--- src/rtl/bcd_7segment_ca.sv ---
// Registered BCD-to-seven-segment decoder for a common-anode display. Segment outputs are active-low.
// Optional build macro HEX_DIGITS_EN: codes 10-15 show hex glyphs A..F instead of blanking and flagging invalid.
module bcd_7segment_ca (
  input  logic       clk,
  input  logic       rst,
  input  logic [3:0] B,
  input  logic       lamp_test,
  input  logic       blank,
  output logic       a,
  output logic       b,
  output logic       c,
  output logic       d,
  output logic       e,
  output logic       f,
  output logic       g,
  output logic       invalid
);

  // Segment vectors are ordered {a,b,c,d,e,f,g}; 0 lights a segment.
  localparam logic [6:0] SEG_DARK = 7'b111_1111;
  localparam logic [6:0] SEG_LIT  = 7'b000_0000;

  logic [6:0] seg_d, seg_q;
  logic       invalid_d, invalid_q;
  logic [6:0] glyph;
  logic       glyph_invalid;

  // NOTE: every signal written in always_comb gets a default first, so no path leaves it unassigned and no latch is inferred.
  always_comb begin
    glyph         = SEG_DARK;
    glyph_invalid = 1'b0;
    unique case (B)
      4'd0:    glyph = 7'b000_0001;
      4'd1:    glyph = 7'b100_1111;
      4'd2:    glyph = 7'b001_0010;
      4'd3:    glyph = 7'b000_0110;
      4'd4:    glyph = 7'b100_1100;
      4'd5:    glyph = 7'b010_0100;
      4'd6:    glyph = 7'b010_0000;
      4'd7:    glyph = 7'b000_1111;
      4'd8:    glyph = 7'b000_0000;
      4'd9:    glyph = 7'b000_0100;
`ifdef HEX_DIGITS_EN
      4'd10:   glyph = 7'b000_1000;
      4'd11:   glyph = 7'b110_0000;
      4'd12:   glyph = 7'b011_0001;
      4'd13:   glyph = 7'b100_0010;
      4'd14:   glyph = 7'b011_0000;
      4'd15:   glyph = 7'b011_1000;
`else
      default: begin
        glyph         = SEG_DARK;
        glyph_invalid = 1'b1;
      end
`endif
    endcase
  end

  // Overrides change only the segments; the invalid flag always tracks B.
  always_comb begin
    seg_d     = glyph;
    invalid_d = glyph_invalid;
    if (lamp_test) begin
      seg_d = SEG_LIT;
    end else if (blank) begin
      seg_d = SEG_DARK;
    end
  end

  // NOTE: sequential state uses non-blocking assignments so every register samples pre-edge values.
  always_ff @(posedge clk) begin
    if (rst) begin
      seg_q     <= SEG_DARK;
      invalid_q <= 1'b0;
    end else begin
      seg_q     <= seg_d;
      invalid_q <= invalid_d;
    end
  end

  assign {a, b, c, d, e, f, g} = seg_q;
  assign invalid               = invalid_q;

endmodule

--- config.mk ---
export PLATFORM = sky130hd
export DESIGN_NAME = bcd_7segment_ca
export DESIGN_NICKNAME = d
export VERILOG_FILES = /design/src/rtl/bcd_7segment_ca.sv
export SDC_FILE = /design/constraint.sdc
export NUM_CORES = 1
export LEC_CHECK = 0
export BUFFER_PORTS_ARGS = -buffer_cell sky130_fd_sc_hd__buf_4
export CORE_AREA = 2 2 39 41
export DETAILED_ROUTE_END_ITERATION = 8
export DIE_AREA = 0 0 41 43
export PLACE_DENSITY = 0.64
export SETUP_SLACK_MARGIN = 0.4
export SLEW_MARGIN = 20
export SYNTH_ARGS = -nofsm -noshare
export SYNTH_HDL_FRONTEND = slang
export SYNTH_SLANG_ARGS = --single-unit
--- constraint.sdc ---
create_clock -name clk -period 1.2 [get_ports clk]
set_input_delay 0.24 -clock clk [delete_from_list [all_inputs] [get_ports clk]]
set_output_delay 0.24 -clock clk [all_outputs]
set_load 0.1 [all_outputs]
Word level (Yosys, flattened, before mapping)
Cells that the tools add are included.
{"block": "totals", "elab_cells": 17, "out_inout_bits": 8, "regBits": 8, "inputBits": 8}
{"block": "op_classes", "eq_ne": 9, "mux": 4, "reduce_logical": 2}
{"op": "$pmux 7 s10", "n": 1}
{"op": "$eq 4x3->1 const B", "n": 4}
{"op": "$mux 7", "n": 2}
{"op": "$reduce_or 10->1", "n": 1}
{"op": "$eq 4x2->1 const B", "n": 2}
{"op": "$eq 4x4->1 const B", "n": 2}
{"op": "$eq 4x1->1 const B", "n": 1}
{"op": "$logic_not 4->1", "n": 1}
{"op": "$mux 1", "n": 1}

Depth between registers and ports, before layout
Gate-level depths: netlist (run 1).
{"block": "logic_depth", "ltp_word": 4, "depth_mapped": 4, "mapped_depth_nobuf": 3}

Worst setup path before layout (run 1)
Ideal clock, no wire load.
{"block": "synth_path", "path_type": "register to output", "startpoint": "register seg_q[6]", "endpoint": "output port a", "required_time_ns": 0.960, "n_path_buf": 0, "path_stages_with_launch": 1, "t_arrival_ns": 0.909, "slack_ns": 0.051, "path_cell_list": "dfxtp_1"}
{"item": "start: declaration", "line_no": "23", "source": "logic [6:0] seg_d, seg_q;"}
{"item": "start signal: assignment", "line_no": "76", "source": "seg_q <= seg_d;"}
{"item": "end: declaration", "line_no": "9", "source": "output logic a,"}
No word-level cell between the ends.

Worst setup path in the final report (run 1)
{"block": "layout_path", "startpoint": "register seg_q[1]", "endpoint": "output port f"}
{"item": "end: declaration", "line_no": "14", "source": "output logic f,"}
No word-level cell between the ends.

==> Implementation_results.wiki, run 1 <==
{| class="wikitable"
! Metric !! Value
|-
| Placed standard-cell area || 556 sq um
|-
| Worst-case headroom to the max-slew limit || 0.844
|-
| Fraction of the mapped netlist area in adder cells || 0
|-
| Die Span X || 41 um
|-
| RePlAce Congestion || 0.812
|-
| Cells taking the most area after synthesis || dfxtp_1 37%, buf_6 10%, nor2_1 6.0%, xor2_2 3.7%, a211oi_1 3.4%
|-
| Number of diodes || 0
|-
| Die Area || 1760 sq um
|-
| Critical path's top delay family || flip-flops
|-
| Starting utilization of the core area || 0.316
|-
| Number of H-tree levels || 1
|-
| Yosys top cell by area || dfxtp_1
|-
| Simple-gate portion of the synthesized area || 0.221
|-
| Post-Syn Instances || 47
|-
| Unrepaired setup endpoints after global routing || yes
|-
| VDD IR-drop max || 368 uV
|-
| TritonCTS clock tree || done
|-
| Class of the worst hold path || input pin to register
|-
| Hold Startpoint || lamp_test
|-
| Maximum number of pins on one net before global-route repair || 14
|-
| CP cell instances || buf_12
|-
| Most numerous cell types in the synthesized netlist || 8 x dfxtp_1, 7 x nor2_1, 4 x buf_6
|-
| Average wire per standard cell || 10.7 um
|-
| Post-Route Setup TNS || 0 ns
|-
| Global-route wire length before repair || 1370 um
|-
| Buf+Inv Stages, Crit Path || 1
|-
| Post-synthesis sequential area ratio || 0.367
|-
| Dominant combinational cell family by area after synthesis || compound AO/OA/AOI/OAI gates
|-
| Clk pin slew, worst setup/hold paths || 0.06 ns
|-
| Worst-Margin Slew || 0.231 ns
|-
| Final hold violation count || 0
|-
| Post-placement setup slack || 0.112 ns
|-
| Vertical die dimension || 43 um
|-
| Share of final-layout standard cells stronger than drive strength 1 || 0.556
|-
| Avg Cell Area, Syn || 9.29 sq um
|-
| Detailed-route vias per instance || 5.15
|-
| Antenna violations before repair || 0
|-
| Final worst-path cycle share || 0.836
|-
| FF+latch area || 188 sq um
|-
| CP max stage cell || dfxtp_4
|-
| Share of Yosys cell area claimed by the top area cell type || 0.367
|-
| XOR/XNOR share of the synthesized area || 0.0372
|-
| Post-Route WL || 848 um
|-
| Number of enable flip-flop cells after synthesis || 0
|-
| Area taken by multi-input logic gates || 240 sq um
|-
| Final Instance Count excl. Fillers || 79
|-
| Slowest stage delay, CP || 0.35 ns
|-
| Initial DRC Count || 8
|-
| TritonCTS sink count || 8
|-
| Area growth from synthesis to layout || 73.6%
|-
| Critical path launch point type || register
|-
| Synthesized Nets || 55
|-
| Mux share of post-synthesis cell area || 0.0229
|-
| Core Box Area || 1380 sq um
|-
| Number of input and output port buffers inserted || 15
|-
| Post-placement cell count || 73
|-
| Number of nets with antenna violations after routing || 0
|-
| Clk buf depth || 2
|-
| Buffer type at the clock tree root || clkbuf_4
|-
| Required time worst endpoint || 0.96 ns
|-
| Worst setup slack after layout || 0.196 ns
|-
| Async set-reset flop share out of synthesis || 0
|-
| Max-Cap Viols || 0
|-
| Summed instance area of the synthesized netlist || 437 sq um
|-
| Number of CTS-inserted buffers || 3
|-
| Maximum clock frequency || 0.996 GHz
|-
| Final layout net count || 72
|-
| Final instance area || 758 sq um
|-
| Maximum fanout encountered on the critical timing path || 1
|-
| Most common flop cell mapped by yosys || dfxtp_1
|-
| Launching element of the worst setup path || seg_q[1]$_SDFF_PP1_
|-
| Hold buffer count at CTS || 0
|-
| Residual overflow from global routing || 0
|-
| Fill cells || 118
|-
| DRC viols || 0
|-
| Endpoint type of the worst setup path || primary output
|-
| Vias after detailed routing || 407
|-
| Vias in the first global route || 337
|-
| Worst path arrival time || 0.76 ns
|-
| Number of setup violations in the final report || 0
|-
| Count of TritonRoute iterations in the first routing pass || 4
|-
| Power density relative to cell area || 1130 nW/um^2
|-
| Status || finished, final reports clean
|-
| Placement row count || 14
|-
| GRT Overall Usage || 0.118
|-
| Area fraction in compound gates after synthesis || 0.221
|-
| Category of the critical setup timing path || register to primary output
|-
| Flip-flop and latch count after synthesis || 8
|-
| Post-Route Hold Slack || 0.186 ns
|-
| Final Slew Violations || 0
|-
| Number of distinct library cells after synthesis || 25
|-
| Placed wire-length estimate || 582 um
|-
| Yosys warns || 0
|-
| Most used standard cell by instance count after synthesis || dfxtp_1
|-
| Number of primary I/O pins || 16
|-
| Shortest period the worst path allows || 1.00 ns
|-
| Cell leakage power || 0.310 nW
|}
## cell families after synthesis
group,count (synthesis)
buffers and inverters,7
AO/OA/AOI/OAI,13
multiplexers,1
AND/OR/NAND/NOR,17
XOR/XNOR,1
flip-flops,8
## report_power, final
part           switching [W]  total, W  internal (W)  leakage (nW)
Sequential         0.0000147  0.000298      0.000283        0.0683
Clock              0.0000875  0.000214      0.000127        0.0150
Combinational       0.000207  0.000346      0.000138         0.227
## registers in the layout (all words and copies together), names as in the netlist
register,cells
invalid,1
seg_q,7
## final timing paths
| path | endpoint | slack [ns] | cells after the start |
|---|---|---|---|
| worst min-delay path | seg_q[1]$_SDFF_PP1_ | 0.19 | 2 |
| worst max-delay path | f | 0.20 | 1 |
## metrics by stage
step	total power, W	util
finish	0.000858	0.548
global route	0.000899	0.548
CTS	0.000845	0.497
detailed placement	0.000564	0.401
global placement	0.000564	0.401
floorplan	0.000520	-
## placed cells by master, fill, tap and decap left out
cell type / synthesis / layout
a211oi_1: 2 / 2
a21o_1: 2 / 2
a21oi_2: 0 / 1
a311oi_2: 0 / 1
a32oi_1: 1 / 1
and2b_1: 1 / 1
and4b_1: 1 / 1
buf_12: 0 / 9
buf_4: 0 / 4
buf_6: 4 / 1
buf_8: 0 / 2
clkbuf_1: 0 / 1
clkbuf_16: 0 / 1
clkbuf_4: 0 / 3
dfxtp_2: 0 / 1
dfxtp_4: 0 / 7
inv_1: 2 / 2
mux2i_1: 1 / 1
nand3_1: 2 / 2
nand4_1: 1 / 1
nor2_1: 7 / 7
nor3_1: 2 / 1
nor3_2: 1 / 2
nor3b_1: 1 / 1
nor4b_2: 0 / 1
o21ai_0: 1 / 1
o21ai_1: 2 / 2
o311ai_1: 1 / 1
o31ai_1: 1 / 1
o31ai_2: 1 / 1
xor2_2: 1 / 1
## final cells by class
type,count,share of cell area
Inverter,2,0.00990
Timing Repair Buffer,17,0.365
Tap cell,16,0.0264
Clock buffer,4,0.0347
Multi-Input combinational cell,32,0.317
Sequential cell,8,0.248
## what timing repair did
| item | 4_1_cts | 5_1_grt |
|---|---|---|
| pin swaps | 0 | 3 |
| resized for setup | 25 | 9 |
| cloned | 0 | 1 |
| setup buffers | 0 | 1 |
| setup endpoints to repair | 9 | 9 |
## per-layer routing
metal | GRT usage | vias to the layer above | wire length [um]
li1 | - | 201 | -
met1 | 0.156 | 189 | 344
met2 | 0.147 | 15 | 442
met3 | 0.00524 | 2 | 42
met4 | 0.140 | 0 | 19
met5 | 0 | - | 0
Note: power is estimated with default switching activity, not from simulation.
==> run 2: changes to the inputs <==
Settings changed: PLACE_DENSITY 0.64 to 0.66.
Clock period 1.2 ns to 0.9 ns, I/O delays scaled along.
==> run 2 against run 1 <==
The flow now finishes with violations (setup timing); sequential power increased by 34%; total power up 47%; sequential share of layout area decreased by 4.9 points; first-iteration DRC count fell by 25%; clock power grew 40%; combinational power rose by 62%; wire length grew 40%; critical endpoint is now invalid; largest cell class unchanged.
==> Implementation_results.wiki, run 2 (synthesis results as in run 1) <==
{| class="wikitable"
! Metric !! Value
|-
| Final worst-path cycle share || 1.07
|-
| Vias after detailed routing || 451 (+11%)
|-
| Hold Startpoint || rst
|-
| Number of diodes || 0 (unchanged)
|-
| DRC viols || 0 (unchanged)
|-
| Placement row count || 14 (unchanged)
|-
| Worst path arrival time || 0.78 ns (+0.02 ns)
|-
| Starting utilization of the core area || 0.316 (unchanged)
|-
| Post-Route WL || 1190 um (+40%)
|-
| Antenna violations before repair || 0 (unchanged)
|-
| Maximum clock frequency || 1.04 GHz
|-
| Placed standard-cell area || 636 sq um (+14%)
|-
| Worst-case headroom to the max-slew limit || 0.828 (-0.0159)
|-
| Hold buffer count at CTS || 0 (unchanged)
|-
| Status || finished, violations left
|-
| Clk buf depth || 2 (unchanged)
|-
| Critical path's top delay family || flip-flops
|-
| Count of TritonRoute iterations in the first routing pass || 4 (unchanged)
|-
| RePlAce Congestion || 0.766 (-5.8%)
|-
| Buf+Inv Stages, Crit Path || 1 (unchanged)
|-
| Met2 layer usage reported by global route || 0.259 (+0.113)
|-
| Final layout net count || 82 (+14%)
|-
| Number of input and output port buffers inserted || 15 (unchanged)
|-
| Most crowded layer after global routing || met2
|-
| Number of nets with antenna violations after routing || 0 (unchanged)
|-
| Area growth from synthesis to layout || 117%
|-
| Vertical die dimension || 43 um (unchanged)
|-
| Worst-Margin Slew || 0.257 ns (+0.0259 ns)
|-
| Placed wire-length estimate || 738 um (+27%)
|-
| Slowest stage delay, CP || 0.35 ns (about the same)
|-
| Register with the most flip-flops || seg_q
|-
| Shortest period the worst path allows || 0.959 ns
|-
| Cell leakage power || 0.388 nW (+25%)
|-
| Core Box Area || 1380 sq um (unchanged)
|-
| Category of the critical setup timing path || register to primary output
|-
| Most frequent standard cell in the layout excluding fill and tap cells || buf_12
|-
| Number of flip-flops in the largest register || 7 (unchanged)
|-
| Class of the worst hold path || input pin to register
|-
| Post-placement setup slack || -0.0967 ns (-0.208 ns)
|-
| Die Span X || 41 um (unchanged)
|-
| Maximum number of pins on one net before global-route repair || 8 (-6)
|-
| TritonCTS clock tree || done
|-
| Design Power || 0.00126 W (+47%)
|-
| Global-route wire length before repair || 1840 um (+34%)
|-
| Critical path launch point type || register
|-
| Cell count of the worst hold path || 2 (unchanged)
|-
| Final hold violation count || 0 (unchanged)
|-
| Final instance area || 947 sq um (+25%)
|-
| Number of H-tree levels || 1 (unchanged)
|-
| CP cell instances || buf_12
|-
| Power density relative to cell area || 1330 nW/um^2 (+17%)
|-
| Die Area || 1760 sq um (unchanged)
|-
| Initial DRC Count || 6 (-2)
|-
| CP max stage cell || dfxtp_4
|-
| Unrepaired setup endpoints after global routing || yes
|-
| Number of setup violations in the final report || 8 (+8)
|-
| VDD IR-drop max || 735 uV (+100%)
|-
| TritonCTS sink count || 8 (unchanged)
|-
| Failing checks || setup timing
|-
| Met1 demand-to-capacity share in global routing || 0.168 (+0.0119)
|-
| Post-Route Setup TNS || -0.388 ns (-0.388 ns)
|-
| Met3 Usage GRT || 0.0576 (+0.0524)
|-
| Max-Cap Viols || 0 (unchanged)
|-
| GRT Overall Usage || 0.160 (+0.0420)
|-
| Residual overflow from global routing || 0 (unchanged)
|-
| Buffer type at the clock tree root || clkbuf_4
|-
| Worst setup slack after layout || -0.0588 ns (-0.255 ns)
|-
| Required time worst endpoint || 0.72 ns (-0.24 ns)
|-
| Average wire per standard cell || 13.4 um (+25%)
|-
| Vias in the first global route || 428 (+27%)
|-
| Clk pin slew, worst setup/hold paths || 0.06 ns (about the same)
|-
| Share of final-layout standard cells stronger than drive strength 1 || 0.740 (+0.184)
|-
| Destination of the worst hold path || invalid$_SDFF_PP0_
|-
| Endpoint type of the worst setup path || primary output
|-
| Number of primary I/O pins || 16 (unchanged)
|-
| Commonest non-fill, non-tap cells in the layout || 12 x buf_12, 7 x buf_4, 7 x dfxtp_4, 5 x buf_6, 4 x nor2_1
|-
| Maximum fanout encountered on the critical timing path || 1 (unchanged)
|-
| Detailed-route vias per instance || 5.07 (-1.6%)
|-
| Final Slew Violations || 0 (unchanged)
|-
| Post-Route Hold Slack || 0.130 ns (-0.0556 ns)
|-
| Number of CTS-inserted buffers || 3 (unchanged)
|}
-- run 2: cell types whose count changed in the layout (fill, tap and decap cells not counted), sizes merged --
cell | before | now
clkbuf | 5 | 4
buf | 16 | 27
-- run 2: routing by layer --
| metal | share of wire | up-vias |
|---|---|---|
| li1 | - | 223 |
| met3 | 0.032 | 2 |
| met2 | 0.57 | 14 |
| met5 | 0 | - |
| met1 | 0.38 | 212 |
| met4 | 0.016 | 0 |
-- run 2: worst max path at each step --
stage / from / to / slack (ns) / cells past startpoint
2_1_floorplan: B[2] / seg_q[3]$_SDFF_PP1_ / 0.03 / 4
3_3_place_gp: B[1] / seg_q[3]$_SDFF_PP1_ / -0.08 / 4
3_5_place_dp: B[1] / seg_q[3]$_SDFF_PP1_ / -0.1 / 4
4_1_cts: seg_q[0]$_SDFF_PP1_ / g / -0.06 / 1
5_1_grt: invalid$_SDFF_PP0_ / invalid / -0.08 / 1
6_report: invalid$_SDFF_PP0_ / invalid / -0.06 / 1
-- run 2: timing repair --
item,CTS,global route
buffers inserted,2,0
setup endpoints to repair,16,16
gates resized for setup,48,10
pin swaps,12,9
cloned,1,0
-- run 2: per-stage QoR --
step	util	instances
global placement	0.459	82
finish	0.684	89
global route	0.684	89
detailed placement	0.459	82
CTS	0.648	89
floorplan	-	47
-- run 2: area by class of cell --
type	count	area (sq um)
tap	16	20.0
inverter	2	7.51
clock buffer	4	26.3
sequential	8	188
timing repair buffer	27	407
multi-input combinational	32	299
fill	100	437
-- run 2: power breakdown --
group	internal [W]	switching, W	leakage, nW
sequential	0.000377	0.0000213	0.0683
clock	0.000170	0.000130	0.0150
combinational	0.000248	0.000311	0.304
total	0.000796	0.000462	0.388
==> run 3: changes to the inputs <==
Settings changed: ABC_AREA set to 1, HOLD_SLACK_MARGIN set to 0.1, PLACE_DENSITY 0.66 to 0.59, SKIP_LAST_GASP set to 1.
==> run 3 against run 2 <==
Fmax is 3.6% higher; wire length fell by 43%; total power fell by 14%; utilization is 15 points lower; via count down 13%; worst setup slack improved by 0.033 ns; count of clock-buffer cells in the layout shrank 1; the flow still finishes with violations (setup timing); cell area down 21%; highest routed layer is now met3; global-route usage decreased by 8.0 points.
==> Implementation_results.wiki, run 3 <==
{| class="wikitable"
! Metric !! Value
|-
| Status || finished, violations left
|-
| Failing checks || setup timing
|-
| Avg Cell Area, Syn || 6.97 sq um (-25%)
|-
| Met1 demand-to-capacity share in global routing || 0.0680 (-0.0998)
|-
| Most used standard cell by instance count after synthesis || nand2_1
|-
| Final Instance Count excl. Fillers || 90 (+1.1%)
|-
| Average wire per standard cell || 7.59 um (-43%)
|-
| Vias in the first global route || 300 (-30%)
|-
| Critical path launch point type || register
|-
| Met2 layer usage reported by global route || 0.144 (-0.116)
|-
| Vias after detailed routing || 392 (-13%)
|-
| Share of final-layout standard cells stronger than drive strength 1 || 0.608 (-0.132)
|-
| Hold Startpoint || rst
|-
| Max-Cap Viols || 0 (unchanged)
|-
| Flip-flop and latch count after synthesis || 8 (unchanged)
|-
| Worst-case headroom to the max-slew limit || 0.840 (+0.0124)
|-
| Combinational group share of total power || 0.409 (-0.036)
|-
| DRC viols || 0 (unchanged)
|-
| Number of H-tree levels || 1 (unchanged)
|-
| Number of input and output port buffers inserted || 15 (unchanged)
|-
| Number of CTS-inserted buffers || 3 (unchanged)
|-
| Most numerous cell types in the synthesized netlist || 18 x nand2_1, 8 x dfxtp_1, 7 x nor2_1, 4 x inv_1, 3 x o21ai_1
|-
| Destination of the worst hold path || invalid$_SDFF_PP0_
|-
| Post-synthesis sequential area ratio || 0.451 (+0.0839)
|-
| Buf+Inv Stages, Crit Path || 1 (unchanged)
|-
| Endpoint type of the worst setup path || primary output
|-
| Required time worst endpoint || 0.72 ns (about the same)
|-
| RePlAce Congestion || 0.718 (-6.3%)
|-
| Number of flip-flops in the largest register || 7 (unchanged)
|-
| Relative contribution of sequential cells to total power || 0.364 (+0.047)
|-
| Summed instance area of the synthesized netlist || 355 sq um (-19%)
|-
| Switching power total || 0.000380 W (-18%)
|-
| Cell leakage power || 0.347 nW (-11%)
|-
| Yosys warns || 0 (unchanged)
|-
| Clk buf depth || 2 (unchanged)
|-
| Clk pwr share || 0.227 (-0.011)
|-
| Final Slew Violations || 0 (unchanged)
|-
| Detailed-route vias per instance || 4.36 (-14%)
|-
| Async set-reset flop share out of synthesis || 0 (unchanged)
|-
| Class of the worst hold path || input pin to register
|-
| Vertical die dimension || 43 um (unchanged)
|-
| TritonCTS clock tree || done
|-
| Final layout net count || 84 (+2.4%)
|-
| Number of setup violations in the final report || 8 (unchanged)
|-
| Placed wire-length estimate || 542 um (-27%)
|-
| Shortest period the worst path allows || 0.925 ns (-0.0333 ns)
|-
| Register with the most flip-flops || seg_q
|-
| VDD IR-drop max || 403 uV (-45%)
|-
| Global-route wire length before repair || 966 um (-48%)
|-
| Most crowded layer after global routing || met2
|-
| Placement row count || 14 (unchanged)
|-
| Number of diodes || 0 (unchanged)
|-
| Unrepaired setup endpoints after global routing || yes
|-
| Die Span X || 41 um (unchanged)
|-
| Slowest stage delay, CP || 0.34 ns (about the same)
|-
| Post-placement cell count || 83 (+1.2%)
|-
| Core Box Area || 1380 sq um (unchanged)
|-
| GRT Overall Usage || 0.0795 (-0.0803)
|-
| Launching element of the worst setup path || seg_q[4]$_SDFF_PP1_
|-
| Cell count of the worst hold path || 2 (unchanged)
|-
| Final worst-path cycle share || 1.03 (-0.0370)
|-
| Internal portion of total power || 0.000699 W (-12%)
|-
| Post-Syn Instances || 51 (+8.5%)
|-
| Yosys top cell by area || dfxtp_1
|-
| Most common flop cell mapped by yosys || dfxtp_1
|-
| Clk pin slew, worst setup/hold paths || 0.05 ns (about the same)
|-
| Residual overflow from global routing || 0 (unchanged)
|-
| Cells taking the most area after synthesis || dfxtp_1 45%, nand2_1 19%, nor2_1 7.4%, o21ai_2 4.9%, o21ai_1 4.2%
|-
| Maximum clock frequency || 1.08 GHz (+3.6%)
|-
| Synthesized Nets || 59 (+7.3%)
|-
| Power density relative to cell area || 1450 nW/um^2 (+9.2%)
|-
| Critical path's top delay family || flip-flops
|-
| Worst-Margin Slew || 0.237 ns (-0.0195 ns)
|-
| Buffer type at the clock tree root || clkbuf_4
|-
| Number of nets with antenna violations after routing || 0 (unchanged)
|-
| Count of TritonRoute iterations in the first routing pass || 2 (-2)
|-
| Antenna violations before repair || 0 (unchanged)
|-
| CP cell instances || buf_12
|-
| TritonCTS sink count || 8 (unchanged)
|-
| Post-Route WL || 683 um (-43%)
|-
| Die Area || 1760 sq um (unchanged)
|-
| Starting utilization of the core area || 0.257 (-0.0588)
|-
| Number of distinct library cells after synthesis || 13 (-48%)
|-
| Worst path arrival time || 0.75 ns (-0.03 ns)
|-
| Category of the critical setup timing path || register to primary output
|-
| Number of enable flip-flop cells after synthesis || 0 (unchanged)
|-
| Post-placement setup slack || -0.0654 ns (+0.0313 ns)
|-
| Maximum number of pins on one net before global-route repair || 9 (+1)
|-
| Initial DRC Count || 1 (-5)
|-
| Worst setup slack after layout || -0.0255 ns (+0.0333 ns)
|-
| Maximum fanout encountered on the critical timing path || 1 (unchanged)
|-
| Commonest non-fill, non-tap cells in the layout || 18 x nand2_1, 9 x buf_12, 8 x buf_4, 8 x dfxtp_4, 5 x nor2_1
|-
| Number of primary I/O pins || 16 (unchanged)
|-
| Area growth from synthesis to layout || 110%
|-
| Share of Yosys cell area claimed by the top area cell type || 0.451 (+0.0839)
|-
| Most frequent standard cell in the layout excluding fill and tap cells || nand2_1
|-
| Met3 Usage GRT || 0.0157 (-0.0419)
|-
| Sw Ratio || 0.352 (-0.0150)
|-
| Final hold violation count || 0 (unchanged)
|-
| CP max stage cell || dfxtp_4
|}
## run 3: per-layer routing
metal / vias up / wire (um)
met4: 0 / 0
met2: 13 / 420
met3: 0 / 29
met1: 175 / 233
li1: 204 / -
met5: - / 0
## run 3: timing repair
item / in CTS / in global routing
endpoints found under the setup margin: 15 / 16
setup buffers: 3 / 1
pin swaps: 6 / 5
resized for setup: 33 / 7
hold endpoints to repair: 1 / 1
## run 3: kinds of logic after synthesis
kind of cell | after synthesis | synth area share
AOI/OAI and AO/OA | 7 | 0.120
and+or+nand+nor | 30 | 0.352
buffers and inverters | 6 | 0.0774
DFF | 8 | 0.451
## run 3: area by class of cell
type                       count  area, sq um
tap                           16         20.0
multi-input combinational     37          206
clock buffer                   3         22.5
inverter                       6         27.5
sequential                     8          190
timing repair buffer          20          278
fill                         143          639
## run 3: power by group through the flow
stage	Sequential [W]	Clock [W]	Combinational, W
final	0.000393	0.000245	0.000441
after global routing	0.000394	0.000269	0.000462
after CTS	0.000393	0.000258	0.000424
after detailed placement	0.000386	0	0.000335
after global placement	0.000385	0	0.000334
after floorplan	0.000569	0	0.0000643
## run 3: metrics by stage
step / util / cell area (sq um) / TNS [ns] / total power, W / hold WS [ns]
6_report: 0.538 / 744 / -0.190 / 0.00108 / 0.0912
2_1_floorplan: - / 393 / 0 / 0.000634 / 0.243
4_1_cts: 0.514 / 711 / -0.273 / 0.00107 / 0.0837
3_3_place_gp: 0.385 / 533 / -0.139 / 0.000719 / 0.338
5_1_grt: 0.538 / 744 / -0.343 / 0.00113 / 0.0920
3_5_place_dp: 0.385 / 533 / -0.209 / 0.000721 / 0.339
## run 3: worst max-delay path by stage
stage	end	slack, ns	depth (start not counted)
finish	c	-0.03	1
global route	e	-0.05	1
CTS	c	-0.04	1
detailed placement	seg_q[1]$_SDFF_PP1_	-0.07	7
global placement	seg_q[1]$_SDFF_PP1_	-0.06	7
floorplan	seg_q[1]$_SDFF_PP1_	0.15	6
